<file path="src/rtl/uart_tx_pkg.sv">
// Shared definitions for the UART transmitter (and the matching receiver).
package uart_tx_pkg;

    // Payload bits per frame unless a block overrides it.
    localparam int DATA_WIDTH_DEFAULT = 8;

    // Frame sequencing states.
    typedef enum logic [2:0] {
        IDLE   = 3'd0,
        START  = 3'd1,
        DATA   = 3'd2,
        PARITY = 3'd3,
        STOP   = 3'd4
    } tx_state_e;

endpackage

</file>
<file path="src/rtl/uart_tx_parity.sv">
// Parity bit generator: even parity when parTyp_i=0, odd parity when parTyp_i=1.
module uart_tx_parity
    import uart_tx_pkg::*;
#(
    parameter int DATA_WIDTH = DATA_WIDTH_DEFAULT
) (
    input  logic [DATA_WIDTH-1:0] data_i,
    input  logic                  parTyp_i,
    output logic                  parity_o
);

    // Reduction XOR gives the even-parity bit; odd parity is its inverse.
    always_comb begin
        parity_o = (^data_i) ^ parTyp_i;
    end

endmodule

</file>
<file path="src/rtl/uart_tx.sv">
// UART transmitter: one bit per clock, start / data (LSB first) / optional parity / stop.
// TX_OUT and busy are registered and always reflect the state currently being sent.
module uart_tx
    import uart_tx_pkg::*;
#(
    parameter int DATA_WIDTH = DATA_WIDTH_DEFAULT
) (
    input  logic                  CLK,
    input  logic                  RST,
    input  logic [DATA_WIDTH-1:0] P_DATA,
    input  logic                  Data_Valid,
    input  logic                  PAR_EN,
    input  logic                  PAR_TYP,
    output logic                  TX_OUT,
    output logic                  busy
);

    localparam int CNT_W = (DATA_WIDTH > 1) ? $clog2(DATA_WIDTH) : 1;
    localparam logic [CNT_W-1:0] LAST_BIT = CNT_W'(DATA_WIDTH - 1);

    tx_state_e             state_q, state_d;
    logic [CNT_W-1:0]      bitCnt_q, bitCnt_d;
    logic [DATA_WIDTH-1:0] data_q, data_d;
    logic                  parEn_q, parEn_d;
    logic                  parTyp_q, parTyp_d;
    logic                  txOut_q, txOut_d;
    logic                  busy_q, busy_d;
    logic                  parityBit;

    uart_tx_parity #(
        .DATA_WIDTH(DATA_WIDTH)
    ) u_parity (
        .data_i   (data_q),
        .parTyp_i (parTyp_q),
        .parity_o (parityBit)
    );

    // State register plus frame latch and registered line outputs; reset abandons any frame.
    always_ff @(posedge CLK) begin
        if (!RST) begin
            state_q  <= IDLE;
            bitCnt_q <= '0;
            data_q   <= '0;
            parEn_q  <= 1'b0;
            parTyp_q <= 1'b0;
            txOut_q  <= 1'b1;
            busy_q   <= 1'b0;
        end else begin
            state_q  <= state_d;
            bitCnt_q <= bitCnt_d;
            data_q   <= data_d;
            parEn_q  <= parEn_d;
            parTyp_q <= parTyp_d;
            txOut_q  <= txOut_d;
            busy_q   <= busy_d;
        end
    end

    // Next-state logic: inputs are only sampled in IDLE, so mid-frame changes cannot leak in.
    always_comb begin
        state_d  = state_q;
        bitCnt_d = bitCnt_q;
        data_d   = data_q;
        parEn_d  = parEn_q;
        parTyp_d = parTyp_q;
        case (state_q)
            IDLE: begin
                if (Data_Valid) begin
                    state_d  = START;
                    data_d   = P_DATA;
                    parEn_d  = PAR_EN;
                    parTyp_d = PAR_TYP;
                end
            end
            START: begin
                state_d  = DATA;
                bitCnt_d = '0;
            end
            DATA: begin
                if (bitCnt_q == LAST_BIT) begin
                    state_d = parEn_q ? PARITY : STOP;
                end else begin
                    bitCnt_d = bitCnt_q + 1'b1;
                end
            end
            PARITY: begin
                state_d = STOP;
            end
            STOP: begin
                state_d = IDLE;
            end
            default: begin
                state_d = IDLE;
            end
        endcase
    end

    // Output mux keyed on the state being entered, so the registers line up with state_q.
    always_comb begin
        txOut_d = 1'b1;
        busy_d  = 1'b1;
        case (state_d)
            IDLE: begin
                txOut_d = 1'b1;
                busy_d  = 1'b0;
            end
            START: begin
                txOut_d = 1'b0;
            end
            DATA: begin
                txOut_d = data_q[bitCnt_d];
            end
            PARITY: begin
                txOut_d = parityBit;
            end
            STOP: begin
                txOut_d = 1'b1;
            end
            default: begin
                txOut_d = 1'b1;
                busy_d  = 1'b0;
            end
        endcase
    end

    assign TX_OUT = txOut_q;
    assign busy   = busy_q;

endmodule

</file>
<file path="config.mk">
export PLATFORM = sky130hd
export DESIGN_NAME = uart_tx
export DESIGN_NICKNAME = d
export VERILOG_FILES = /design/src/rtl/uart_tx_pkg.sv /design/src/rtl/uart_tx_parity.sv /design/src/rtl/uart_tx.sv
export SDC_FILE = /design/constraint.sdc
export NUM_CORES = 1
export LEC_CHECK = 0
export CORE_MARGIN = 10
export CORE_UTILIZATION = 45
export DETAILED_ROUTE_END_ITERATION = 10
export GPL_ROUTABILITY_DRIVEN = 0
export PLACE_DENSITY = 0.67
export SYNTH_ARGS = -nofsm -noshare
export SYNTH_HDL_FRONTEND = slang
export SYNTH_SLANG_ARGS = --single-unit
</file>
<file path="constraint.sdc">
create_clock -name CLK -period 4.7 [get_ports CLK]
set_input_delay 0.705 -clock CLK [delete_from_list [all_inputs] [get_ports CLK]]
set_output_delay 0.705 -clock CLK [all_outputs]
set_load 0.02 [all_outputs]
</file>
==> impl_metrics.py <==
metrics = {
    "synth": {
        "synth_area_leader_cell": "dfxtp_1",
        "synthesis.area_um2": 938,
        "ys_seq_area_frac": 0.384,
        "syn_area_per_cell_um2": 8.77,
        "synth_edf_count": 0,
        "yosysMostFrequentCell": "nand2_1",
        "synth_cell_types": 32,
        "ys.flop_type": "dfxtp_1",
        "syn_nets": 121,
        "yosys_warnings": 0,
        "synth.top_cell.area_share": 0.384,
        "synth_area_leaders": "dfxtp_1, nand2_1, a21oi_1, mux2i_1, xnor2_1",
        "ys_ff_latch": 18,
        "yosys-top-cells-count": "nand2_1, dfxtp_1, a21oi_1",
        "syn-instance-count": 107,
        "async_reset_ff_frac": 0,
    },
    "pwr": {
        "netSwitchingFraction": 0.270,
        "seq_power_share": 0.542,
        "ir_drop_uv": 171,
        "switchingPower_uw": 85.9,
        "p_leak_uw": 0.000427,
        "power_frac_comb": 0.230,
        "clock_power_share": 0.229,
        "cell_internal_pwr_uw": 232,
        "power_density_mw_per_mm2": 288,
    },
    "timing": {
        "slew_viol_final": 0,
        "rsz0062_at_grt": "no",
        "worst_pin_slew_ns": 0.872,
        "tns_ns": 0,
        "period_share": 0.427,
        "setup_viol": 0,
        "fin_skew_ns": 0.000954,
        "final.min_clock_period_ns": 2.01,
        "holdWs_ns": 0.475,
        "finalHoldViolCount": 0,
        "timing.fmax_ghz": 0.498,
        "slew_headroom": 0.417,
    },
    "clock_tree": {
        "post_cts_resize_count": 0,
        "clk_path_buf_depth": 2,
        "clock_sinks": 18,
        "post_cts_buffers": 0,
        "htree_levels": 1,
        "clk_pin_slew_ns": 0.09,
        "cts_inserted_buffers": 3,
        "cts-root-buf": "clkbuf_4",
        "cts_hold_buffers": 0,
        "cts_tree": "yes",
        "insertion_delay_ns": 0.28,
    },
    "routing": {
        "drt_iter0_drc": 18,
        "drc": 0,
        "viasPerCell": 5.16,
        "routed_wl_um": 1770,
        "drt_pre_antenna_iters": 4,
        "ant_nets": 0,
        "num_vias": 753,
        "wl_per_cell_um": 12.1,
    },
    "hold_path": {
        "hold-path-cell-count": 2,
        "hold_start": "parTyp_q",
        "worstHoldPathType": "flop to flop",
        "holdPathEnd": "parTyp_q",
    },
    "critical_path": {
        "critPathLaunchType": "primary input",
        "crit_family": "simple AND/OR/NAND/NOR gates",
        "slowest_stage": "nor4b_2",
        "critPathKind": "primary input to flop",
        "critPathMaxFanout": 10,
        "path_cells": "clkdlybuf4s50_1, nor4b_2, nand2_1, a21oi_1",
        "reg2reg_slack_ns": 2.72,
        "worstRegToRegCells": 7,
        "r2r-end": "TX_OUT",
        "required_ns": 4.92,
        "critPathCaptureType": "flop",
        "r2r-start": "bitCnt_q[0]",
        "cp.arrival_ns": 2.22,
        "cp.depth": 4,
        "cpPeakStageDelay_ns": 0.73,
        "worst-path-buf-inv": 1,
    },
    "floorplan": {
        "die_h_um": 65.7,
        "die_x_um": 65.7,
        "fp.coreArea_mm2": 0.00198,
        "rows": 16,
        "io_pins": 15,
        "dieArea_mm2": 0.00431,
        "start_util": 0.473,
    },
    "outcome": {
        "status": "finished, final reports clean",
    },
    "flow_run": {
        "maxCapViolCount": 0,
    },
    "final_layout": {
        "fillers": 190,
        "diodes": 0,
        "drive_gt1_frac": 0.0840,
        "fin_nets": 135,
        "synthToLayoutAreaGrowth_pct": 17.6,
    },
    "grt": {
        "track_usage": 0.0867,
        "grt_max_degree": 13,
        "grt_pass1_vias": 696,
        "grt_pass1_wl_um": 3040,
        "overflow": 0,
        "antenna_found_initial": 0,
    },
    "placement": {
        "dp_hpwl_um": 1390,
        "io_buffers": 14,
    },
}
==> cell type report <==
cell class                 instances  area [um^2]  area share
inverter                           3         11.3      0.0102
multi-input combinational         81          536       0.485
sequential                        18          360       0.327
clock buffer                       3         22.5      0.0204
timing repair buffer              14          140       0.127
tap                               27         33.8      0.0306
==> worst min-delay path, stage by stage (launching register included) <==
cell	delay, ns
dfxtp_1	0.33
nand2_1	0.05
a21oi_1	0.05
==> logic make-up (layout without fill, tap and decap cells) <==
family	count (synthesis)	after routing	share of synthesized area
xor gates and xnor gates	7	7	0.0800
AOI/OAI and AO/OA	24	24	0.189
buffers and inverters	8	20	0.0453
muxes	6	6	0.0640
adders and majority gates	1	1	0.0133
DFF	18	18	0.384
and+or+nand+nor	43	43	0.224
==> per-stage QoR <==
step | std cells | area (um^2) | utilization | setup WS [ns] | total power, uW
CTS | 146 | 1100 | 0.557 | 2.67 | 323
floorplan | 107 | 938 | - | 2.97 | 228
global route | 146 | 1100 | 0.557 | 2.48 | 336
finish | 146 | 1100 | 0.557 | 2.69 | 318
detailed placement | 143 | 1080 | 0.545 | 2.37 | 250
global placement | 143 | 1080 | 0.545 | 2.42 | 248
==> registers in the layout, summed over array words and instances, names as in the netlist <==
register  cells
state_q       3
parTyp_q      1
data_q        8
parEn_q       1
busy          1
TX_OUT        1
bitCnt_q      3
==> power groups by stage <==
stage / sequential, uW / clock, uW / combinational, uW
2_1_floorplan: 174 / 0 / 54.0
3_3_place_gp: 176 / 0 / 72.7
3_5_place_dp: 176 / 0 / 73.8
4_1_cts: 172 / 76.1 / 74.2
5_1_grt: 174 / 82.0 / 79.9
6_report: 172 / 72.7 / 73.1
==> per-layer routing <==
layer / track usage / share of wire
met3: 0.0254 / 0.038
met4: 0.0321 / 0
met2: 0.147 / 0.51
met5: 0 / 0
met1: 0.0997 / 0.45
==> placed cells by master (no fill, tap or decap), drive strengths merged <==
cell            n
nor4            1
nor4b           1
clkbuf          3
xnor3           1
nand2b          1
ha              1
and2            2
o2bb2ai         3
a211oi          2
a32oi           1
dfxtp          18
o21a            1
nor3            1
or2             1
o31ai           1
or4b            1
a2111oi         1
clkdlybuf4s50  14
nand4           1
o21bai          1
a21boi          1
a21oi          13
nor2           10
mux2i           6
nand2          23
xnor2           6
inv             3
and4bb          1
==> worst max-delay path by stage <==
stage	slack [ns]	end	from
after global placement	2.42	data_q[0]	Data_Valid
after global routing	2.48	data_q[0]	Data_Valid
after CTS	2.67	data_q[0]	Data_Valid
after detailed placement	2.37	data_q[0]	Data_Valid
after floorplan	2.97	data_q[0]	Data_Valid
final	2.69	data_q[0]	Data_Valid
(Power assumes the default switching activity.)
